**config.mk**
```make
export PLATFORM = sky130hd
export DESIGN_NAME = hazard_stall_scheduler
export DESIGN_NICKNAME = d
export VERILOG_FILES = /design/src/rtl/hazard_stall_scheduler.sv
export SDC_FILE = /design/constraint.sdc
export NUM_CORES = 1
export LEC_CHECK = 0
export CAP_MARGIN = 25
export CORE_MARGIN = 8
export CORE_UTILIZATION = 44
export CTS_BUF_LIST = sky130_fd_sc_hd__clkbuf_2 sky130_fd_sc_hd__clkbuf_4 sky130_fd_sc_hd__clkbuf_8
export CTS_CLUSTER_SIZE = 14
export DETAILED_ROUTE_END_ITERATION = 10
export PLACE_DENSITY = 0.86
export SYNTH_ARGS = -nofsm -noshare
export SYNTH_HDL_FRONTEND = slang
export SYNTH_SLANG_ARGS = --single-unit
```
**constraint.sdc**
```tcl
create_clock -name CPU_CLK -period 1.9 [get_ports CPU_CLK]
set_input_delay 0.38 -clock CPU_CLK [delete_from_list [all_inputs] [get_ports CPU_CLK]]
set_output_delay 0.38 -clock CPU_CLK [all_outputs]
set_load 0.01 [all_outputs]
```
**src/rtl/hazard_stall_scheduler.sv**
```systemverilog
`default_nettype none
// ============================================================================
//  Module   : hazard_stall_scheduler
//  Purpose  : Pipeline sequencing controller for the 5-stage RV32 core.
//             Resolves cache misses, branch/JALR redirects, load-use hazards
//             and JAL redirects into per-stage stall/flush controls. Selects
//             EX operand forwarding sources, counts fetch-stall cycles and
//             flags over-long cache-miss episodes.
//  Ports    : CPU_CLK, CPU_RST_N        clock, async active-low reset
//             ICacheMiss, DCacheMiss    cache-not-ready levels
//             BranchE, JalrE, JalD      control-flow events
//             Rs1D/Rs2D, Rs1E/Rs2E      source registers in ID / EX
//             RegReadE                  [1]=Rs1E used, [0]=Rs2E used
//             MemToRegE, RdE/RdM/RdW    load flag and destination registers
//             RegWriteM, RegWriteW      write mode, nonzero means writes
//             Stall*/Flush*             per-stage hold / bubble controls
//             Forward1E, Forward2E      00=regfile 10=ResultM 01=W write data
//             StallCycles               saturating count of StallF cycles
//             MissTimeout               sticky over-long miss flag
//  Revision : 1.0  initial release
// ============================================================================
module hazard_stall_scheduler #(
    parameter int MISS_TIMEOUT = 255,
    parameter int CNT_W        = 32
) (
    input  logic             CPU_CLK,
    input  logic             CPU_RST_N,
    input  logic             ICacheMiss,
    input  logic             DCacheMiss,
    input  logic             BranchE,
    input  logic             JalrE,
    input  logic             JalD,
    input  logic [4:0]       Rs1D,
    input  logic [4:0]       Rs2D,
    input  logic [4:0]       Rs1E,
    input  logic [4:0]       Rs2E,
    input  logic [1:0]       RegReadE,
    input  logic             MemToRegE,
    input  logic [4:0]       RdE,
    input  logic [4:0]       RdM,
    input  logic [4:0]       RdW,
    input  logic [2:0]       RegWriteM,
    input  logic [2:0]       RegWriteW,
    output logic             StallF,
    output logic             StallD,
    output logic             StallE,
    output logic             StallM,
    output logic             StallW,
    output logic             FlushF,
    output logic             FlushD,
    output logic             FlushE,
    output logic             FlushM,
    output logic             FlushW,
    output logic [1:0]       Forward1E,
    output logic [1:0]       Forward2E,
    output logic [CNT_W-1:0] StallCycles,
    output logic             MissTimeout
);

    localparam logic [1:0]       c_st_run   = 2'd0;
    localparam logic [1:0]       c_st_imiss = 2'd1;
    localparam logic [1:0]       c_st_dmiss = 2'd2;
    localparam logic [15:0]      c_timeout  = 16'(MISS_TIMEOUT);
    localparam logic [15:0]      c_tmr_max  = 16'hFFFF;
    localparam logic [CNT_W-1:0] c_cnt_one  = CNT_W'(1);
    localparam logic [CNT_W-1:0] c_cnt_max  = {CNT_W{1'b1}};

    logic [1:0]       r_state;
    logic [1:0]       w_state_nxt;
    logic             r_redir_pend;
    logic             w_redir_set;
    logic             w_redir_clr;
    logic [15:0]      r_timer;
    logic [15:0]      w_timer_nxt;
    logic             r_miss_timeout;
    logic [CNT_W-1:0] r_stall_cycles;
    logic             w_redirect;
    logic             w_load_use;

    assign w_redirect = BranchE | JalrE;
    assign w_load_use = MemToRegE && (RdE != 5'd0) && ((RdE == Rs1D) || (RdE == Rs2D));

    // ------------------------------------------------------------------
    // State register
    // ------------------------------------------------------------------
    always_ff @(posedge CPU_CLK or negedge CPU_RST_N) begin
        if (!CPU_RST_N) begin
            r_state <= c_st_run;
        end else begin
            r_state <= w_state_nxt;
        end
    end

    // ------------------------------------------------------------------
    // Next-state logic
    // ------------------------------------------------------------------
    always_comb begin
        w_state_nxt = r_state;
        case (r_state)
            c_st_run: begin
                if (DCacheMiss)      w_state_nxt = c_st_dmiss;
                else if (ICacheMiss) w_state_nxt = c_st_imiss;
            end
            c_st_imiss: begin
                if (DCacheMiss)      w_state_nxt = c_st_dmiss;
                else if (!ICacheMiss) w_state_nxt = c_st_run;
            end
            c_st_dmiss: begin
                if (!DCacheMiss) w_state_nxt = ICacheMiss ? c_st_imiss : c_st_run;
            end
            default: w_state_nxt = c_st_run;
        endcase
    end

    // ------------------------------------------------------------------
    // Output logic: stall/flush priority chain and forwarding selects.
    // Everything here is zero-latency from the current inputs; reset
    // forces the pipeline to bubbles with no stalls.
    // ------------------------------------------------------------------
    always_comb begin
        StallF      = 1'b0;
        StallD      = 1'b0;
        StallE      = 1'b0;
        StallM      = 1'b0;
        StallW      = 1'b0;
        FlushF      = 1'b0;
        FlushD      = 1'b0;
        FlushE      = 1'b0;
        FlushM      = 1'b0;
        FlushW      = 1'b0;
        Forward1E   = 2'b00;
        Forward2E   = 2'b00;
        w_redir_set = 1'b0;
        w_redir_clr = 1'b0;

        if (!CPU_RST_N) begin
            FlushF = 1'b1;
            FlushD = 1'b1;
            FlushE = 1'b1;
            FlushM = 1'b1;
            FlushW = 1'b1;
        end else begin
            if (DCacheMiss) begin
                // Freeze F..M; a branch sitting in EX stays there and is
                // acted on once the data side is ready again.
                StallF = 1'b1;
                StallD = 1'b1;
                StallE = 1'b1;
                StallM = 1'b1;
                FlushW = 1'b1;
            end else if (ICacheMiss) begin
                StallF = 1'b1;
                FlushD = 1'b1;
                if (w_redirect) begin
                    // The redirect target fetch is still outstanding behind
                    // the miss; remember to drop what the miss returns.
                    FlushE      = 1'b1;
                    w_redir_set = 1'b1;
                end
            end else begin
                if (w_redirect) begin
                    FlushD = 1'b1;
                    FlushE = 1'b1;
                end else if (w_load_use) begin
                    StallF = 1'b1;
                    StallD = 1'b1;
                    FlushE = 1'b1;
                end else if (JalD) begin
                    FlushD = 1'b1;
                end
                // First cycle after the I-miss: the returned fetch is wrong-path.
                if (r_redir_pend) begin
                    FlushD      = 1'b1;
                    w_redir_clr = 1'b1;
                end
            end

            // Operand 1: M stage has priority over W stage.
            if (RegReadE[1] && (RegWriteM != 3'b000) && (RdM != 5'd0) && (RdM == Rs1E)) begin
                Forward1E = 2'b10;
            end else if (RegReadE[1] && (RegWriteW != 3'b000) && (RdW != 5'd0) && (RdW == Rs1E)) begin
                Forward1E = 2'b01;
            end

            // Operand 2: same rules on Rs2E / RegReadE[0].
            if (RegReadE[0] && (RegWriteM != 3'b000) && (RdM != 5'd0) && (RdM == Rs2E)) begin
                Forward2E = 2'b10;
            end else if (RegReadE[0] && (RegWriteW != 3'b000) && (RdW != 5'd0) && (RdW == Rs2E)) begin
                Forward2E = 2'b01;
            end
        end
    end

    // ------------------------------------------------------------------
    // Pending-redirect flag
    // ------------------------------------------------------------------
    always_ff @(posedge CPU_CLK or negedge CPU_RST_N) begin
        if (!CPU_RST_N) begin
            r_redir_pend <= 1'b0;
        end else if (w_redir_set) begin
            r_redir_pend <= 1'b1;
        end else if (w_redir_clr) begin
            r_redir_pend <= 1'b0;
        end
    end

    // ------------------------------------------------------------------
    // Miss timer and sticky timeout. The timer counts every cycle that
    // leads into (or stays in) a miss state, so it equals the number of
    // miss cycles seen so far in the current episode.
    // ------------------------------------------------------------------
    always_comb begin
        if (w_state_nxt == c_st_run) begin
            w_timer_nxt = 16'd0;
        end else if (r_timer == c_tmr_max) begin
            w_timer_nxt = r_timer;
        end else begin
            w_timer_nxt = r_timer + 16'd1;
        end
    end

    always_ff @(posedge CPU_CLK or negedge CPU_RST_N) begin
        if (!CPU_RST_N) begin
            r_timer        <= 16'd0;
            r_miss_timeout <= 1'b0;
        end else begin
            r_timer <= w_timer_nxt;
            if (w_timer_nxt == c_timeout) begin
                r_miss_timeout <= 1'b1;
            end
        end
    end

    // ------------------------------------------------------------------
    // Saturating fetch-stall counter
    // ------------------------------------------------------------------
    always_ff @(posedge CPU_CLK or negedge CPU_RST_N) begin
        if (!CPU_RST_N) begin
            r_stall_cycles <= '0;
        end else if (StallF && (r_stall_cycles != c_cnt_max)) begin
            r_stall_cycles <= r_stall_cycles + c_cnt_one;
        end
    end

    assign StallCycles = r_stall_cycles;
    assign MissTimeout = r_miss_timeout;

endmodule
`default_nettype wire

```
==> results.md <==
| Stage | Quantity | Value |
| --- | --- | --- |
| power and ir drop | Worst vdd ir | 0.000646 V |
| yosys | Leading cell type by number of instances after synthesis | dfrtp_1 |
| yosys | Post-Synthesis Net Count | 376 |
| placement | Placer Congestion | 0.919 |
| routing | Antenna Violating Nets Remaining | 0 |
| global routing | Global-route met3 utilization | 3.94% |
| layout | Fill count | 433 |
| global routing | GRT Util Overall | 19.0% |
| critical path | Crit-path leading delay family | simple AND/OR/NAND/NOR gates |
| power and ir drop | Leakage Power | 2.31 nW |
| routing | Detailed-route via count | 3,212 |
| yosys | Post-Syn Area per Cell | 9.64 um2 |
| critical path | Critical path type | in -> out |
| critical path | Required time of the critical path | 1.52 ns |
| critical path | Cells along the critical path | clkdlybuf4s15_2 -> xor2_1 -> nor2_1 -> a22oi_2 -> or2_4 -> a2111oi_4 -> nor2_1 -> buf_2 |
| layout | Layout overhead on the synthesized area | 65.7% |
| yosys | Number of synthesized flops with an enable pin | 0 |
| critical path | Number of buffers and inverters on the critical path | 2 |
| routing | First drt pass iteration count | 4 |
| sta | RSZ-0062 raised after global routing | yes |
| clock tree | Number of buffers added by the clock tree synthesis step | 5 |
| min path | Type of the worst min-delay path | in -> async |
| clock tree | Maximum number of buffers from clock root to sink | 2 |
| global routing | Global routing met2 resource utilization | 35.1% |
| floorplan | Area of the core | 0.00683 mm2 |
| clock tree | Number of clock sinks | 52 |
| status | Violations in the final reports | negative setup slack |
| critical path | Flop2flop setup slack | -0.15 ns |
| sta | Post-route clock period utilization | 111% |
| yosys | Cells taking the most area after synthesis | dfrtp_1 (42%), xor2_1 (11%), xnor2_1 (9.3%) |
| routing | DRC errors left | 0 |
| sta | Post-Route Hold Slack | 0.0647 ns |
| critical path | Reg2Reg Depth | 9 |
| yosys | Prevailing post-synth register cell | dfrtp_1 |
| critical path | Critical path fanouts, max | 3 |
| routing | Routed length per instance | 18.4 um |
| sta | Number of hold violations in the final report | 0 |
| routing | Total Wirelength | 10.9 mm |
| yosys | Share of synthesized flip-flops with an asynchronous set or reset | 100% |
| sta | Peak clock frequency supported by timing | 475 MHz |
| status | Outcome | finished with violations |
| sta | Setup_tns | -1.42 ns |
| sta | Count of final max-slew check failures | 0 |
| global routing | Via count of the first global-routing pass | 3,238 |
| sta | Final setup fails | 22 |
| critical path | Slowest cell on crit path | a2111oi_4 |
| yosys | Cell accounting for the most synthesized area | dfrtp_1 |
| global routing | Met1 global-route usage | 21.4% |
| flow run | Max-cap viol count | 0 |
| layout | Fraction of layout cells with a size suffix above 1 | 40.4% |
| critical path | Critical Path AT | 1.72 ns |
| placement | IO Port Bufs | 96 |
| global routing | GRT Max-Usage Layer | met2 |
| routing | Violation count after the first detailed-routing iteration | 139 |
| yosys | Netlist area before placement | 0.00311 mm2 |
| global routing | First-pass GRT wire length | 15.6 mm |
| yosys | Synth top area share | 41.8% |
| global routing | Number of antenna violations at the first check in global routing | 0 |
| yosys | Count of synthesis-stage warnings from yosys | 0 |
| layout | Count of inserted antenna diode cells | 0 |
| layout | Number of nets in the layout | 550 |
| yosys | Cells after synthesis | 323 |
| global routing | Total congestion overflow after global routing | 0 |
| critical path | WP depth | 8 |
| critical path | Critical Path Max Stage Delay | 0.28 ns |
| critical path | Crit-path most repeated cell | nor2_1 |
| floorplan | DIE WIDTH | 100 um |
| critical path | Nature of the critical path startpoint | input pin |
| floorplan | Total number of placement rows | 30 |
| yosys | Count of unique library cells instantiated by Yosys | 56 |
| floorplan | Area of the die | 0.0100 mm2 |
| power and ir drop | Power density over the cells | 554 mW/mm2 |
| clock tree | Cts-stage hold buffer count | 0 |
| critical path | Kind of end point of the critical path | primary output |
| placement | Hpwl dp | 7.18 mm |
| floorplan | Effective utilization at floorplan | 45.6% |
| sta | Worst Clk Skew | 0.0102 ns |
| sta | Final WS setup | -0.204 ns |
| global routing | Largest net degree at the start of global routing | 29 |
| sta | Post-layout minimum cycle time | 2.10 ns |
| clock tree | Clk Latency, worst-skew pair | 0.32 ns |
| clock tree | Clk pin slew, worst setup/hold paths | 0.09 ns |
| yosys | Proportion of synthesized chip area in sequential cells | 41.8% |
| clock tree | TritonCTS clock tree | done |
| clock tree | H-tree depth reported by CTS | 2 |
| clock tree | Clk root buf | clkbuf_8 |
| floorplan | Die Y-Extent | 100 um |
| yosys | Synthesis-stage register bit count | 52 |
| yosys | Synth cell count leaders | dfrtp_1 (52), xor2_1 (39), xnor2_1 (33) |
| floorplan | Top-level I/O count | 98 |
| routing | Via-to-Cell Ratio | 5.41 |
[through the flow]
step	cells	util [%]	power [mW]	worst slack, ns	area, um2
2_1_floorplan	323	-	1.63	-0.0467	3140
6_report	594	75.5	2.86	-0.204	5160
4_1_cts	573	69.4	2.74	-0.210	4740
3_3_place_gp	563	67.1	2.06	-0.995	4580
5_1_grt	594	75.5	3.00	-0.290	5160
3_5_place_dp	563	67.1	2.09	-1.06	4580
[final timing paths]
check                       startpoint           end
max in group asynchronous    CPU_RST_N    r_timer[6]
max reg2reg                 r_timer[0]   MissTimeout
max                             RdE[1]        FlushD
min reg2reg                MissTimeout   MissTimeout
min in group CPU_CLK       MissTimeout   MissTimeout
min                          CPU_RST_N  r_redir_pend
[layout by cell type, fill, tap and decap left out, drive strengths merged, types with 4 or more instances in the layout]
master,synthesis,routed
a21oi,5,5
and2,4,4
and3,13,13
and4,6,6
buf,8,106
clkbuf,3,11
clkdlybuf4s15,0,6
clkdlybuf4s50,0,49
dfrtp,52,52
dlygate4sd2,0,9
inv,4,5
nand2,23,23
nand3,27,27
nand4,15,15
nor2,33,33
nor3,12,12
nor4,7,7
o21ai,8,8
xnor2,33,33
xor2,39,39
[power by group]
group          internal [mW]  switching (mW)  total [mW]
Clock                  0.265           0.401       0.666
Combinational          0.473           0.391       0.864
Sequential              1.20           0.123        1.33
Total                   1.94           0.915        2.86
[flip-flops by register name, indices dropped and copies added, names as in the netlist]
signal,count
MissTimeout,1
StallCycles,32
r_timer,16
r_redir_pend,1
r_state,2
[metal layers]
| layer | routed length, um | part of all wire (%) |
|---|---|---|
| met5 | 0 | 0 |
| met4 | 253 | 2.3 |
| met3 | 632 | 5.8 |
| met2 | 5940 | 54 |
| met1 | 4110 | 38 |
[cell type report]
cell class	instances	area, um2	area share [%]
well taps	96	120	2.33
flip-flops and latches	52	1310	25.4
inverters	4	15.0	0.291
multi-input cells	257	2130	41.2
clock buffers	5	68.8	1.33
clock inverters	3	22.5	0.437
repair buffers	177	1490	28.9
[cells by family after synthesis]
family,share of synthesized area (%)
AO/OA/AOI/OAI,7.11
XOR/XNOR,20.3
adder cells (fa/ha/maj),0.804
buffers and inverters,2.89
flip-flops,41.8
multiplexers,0.844
other,0.120
AND/OR/NAND/NOR,26.2
[repair_timing]
item	CTS	global route
resized for setup	166	72
endpoints found under the setup margin	45	40
hold endpoints to repair	0	0
buffers inserted	1	21
cloned	1	0
pin swaps	49	35
Power figures use the tool's default switching activity.
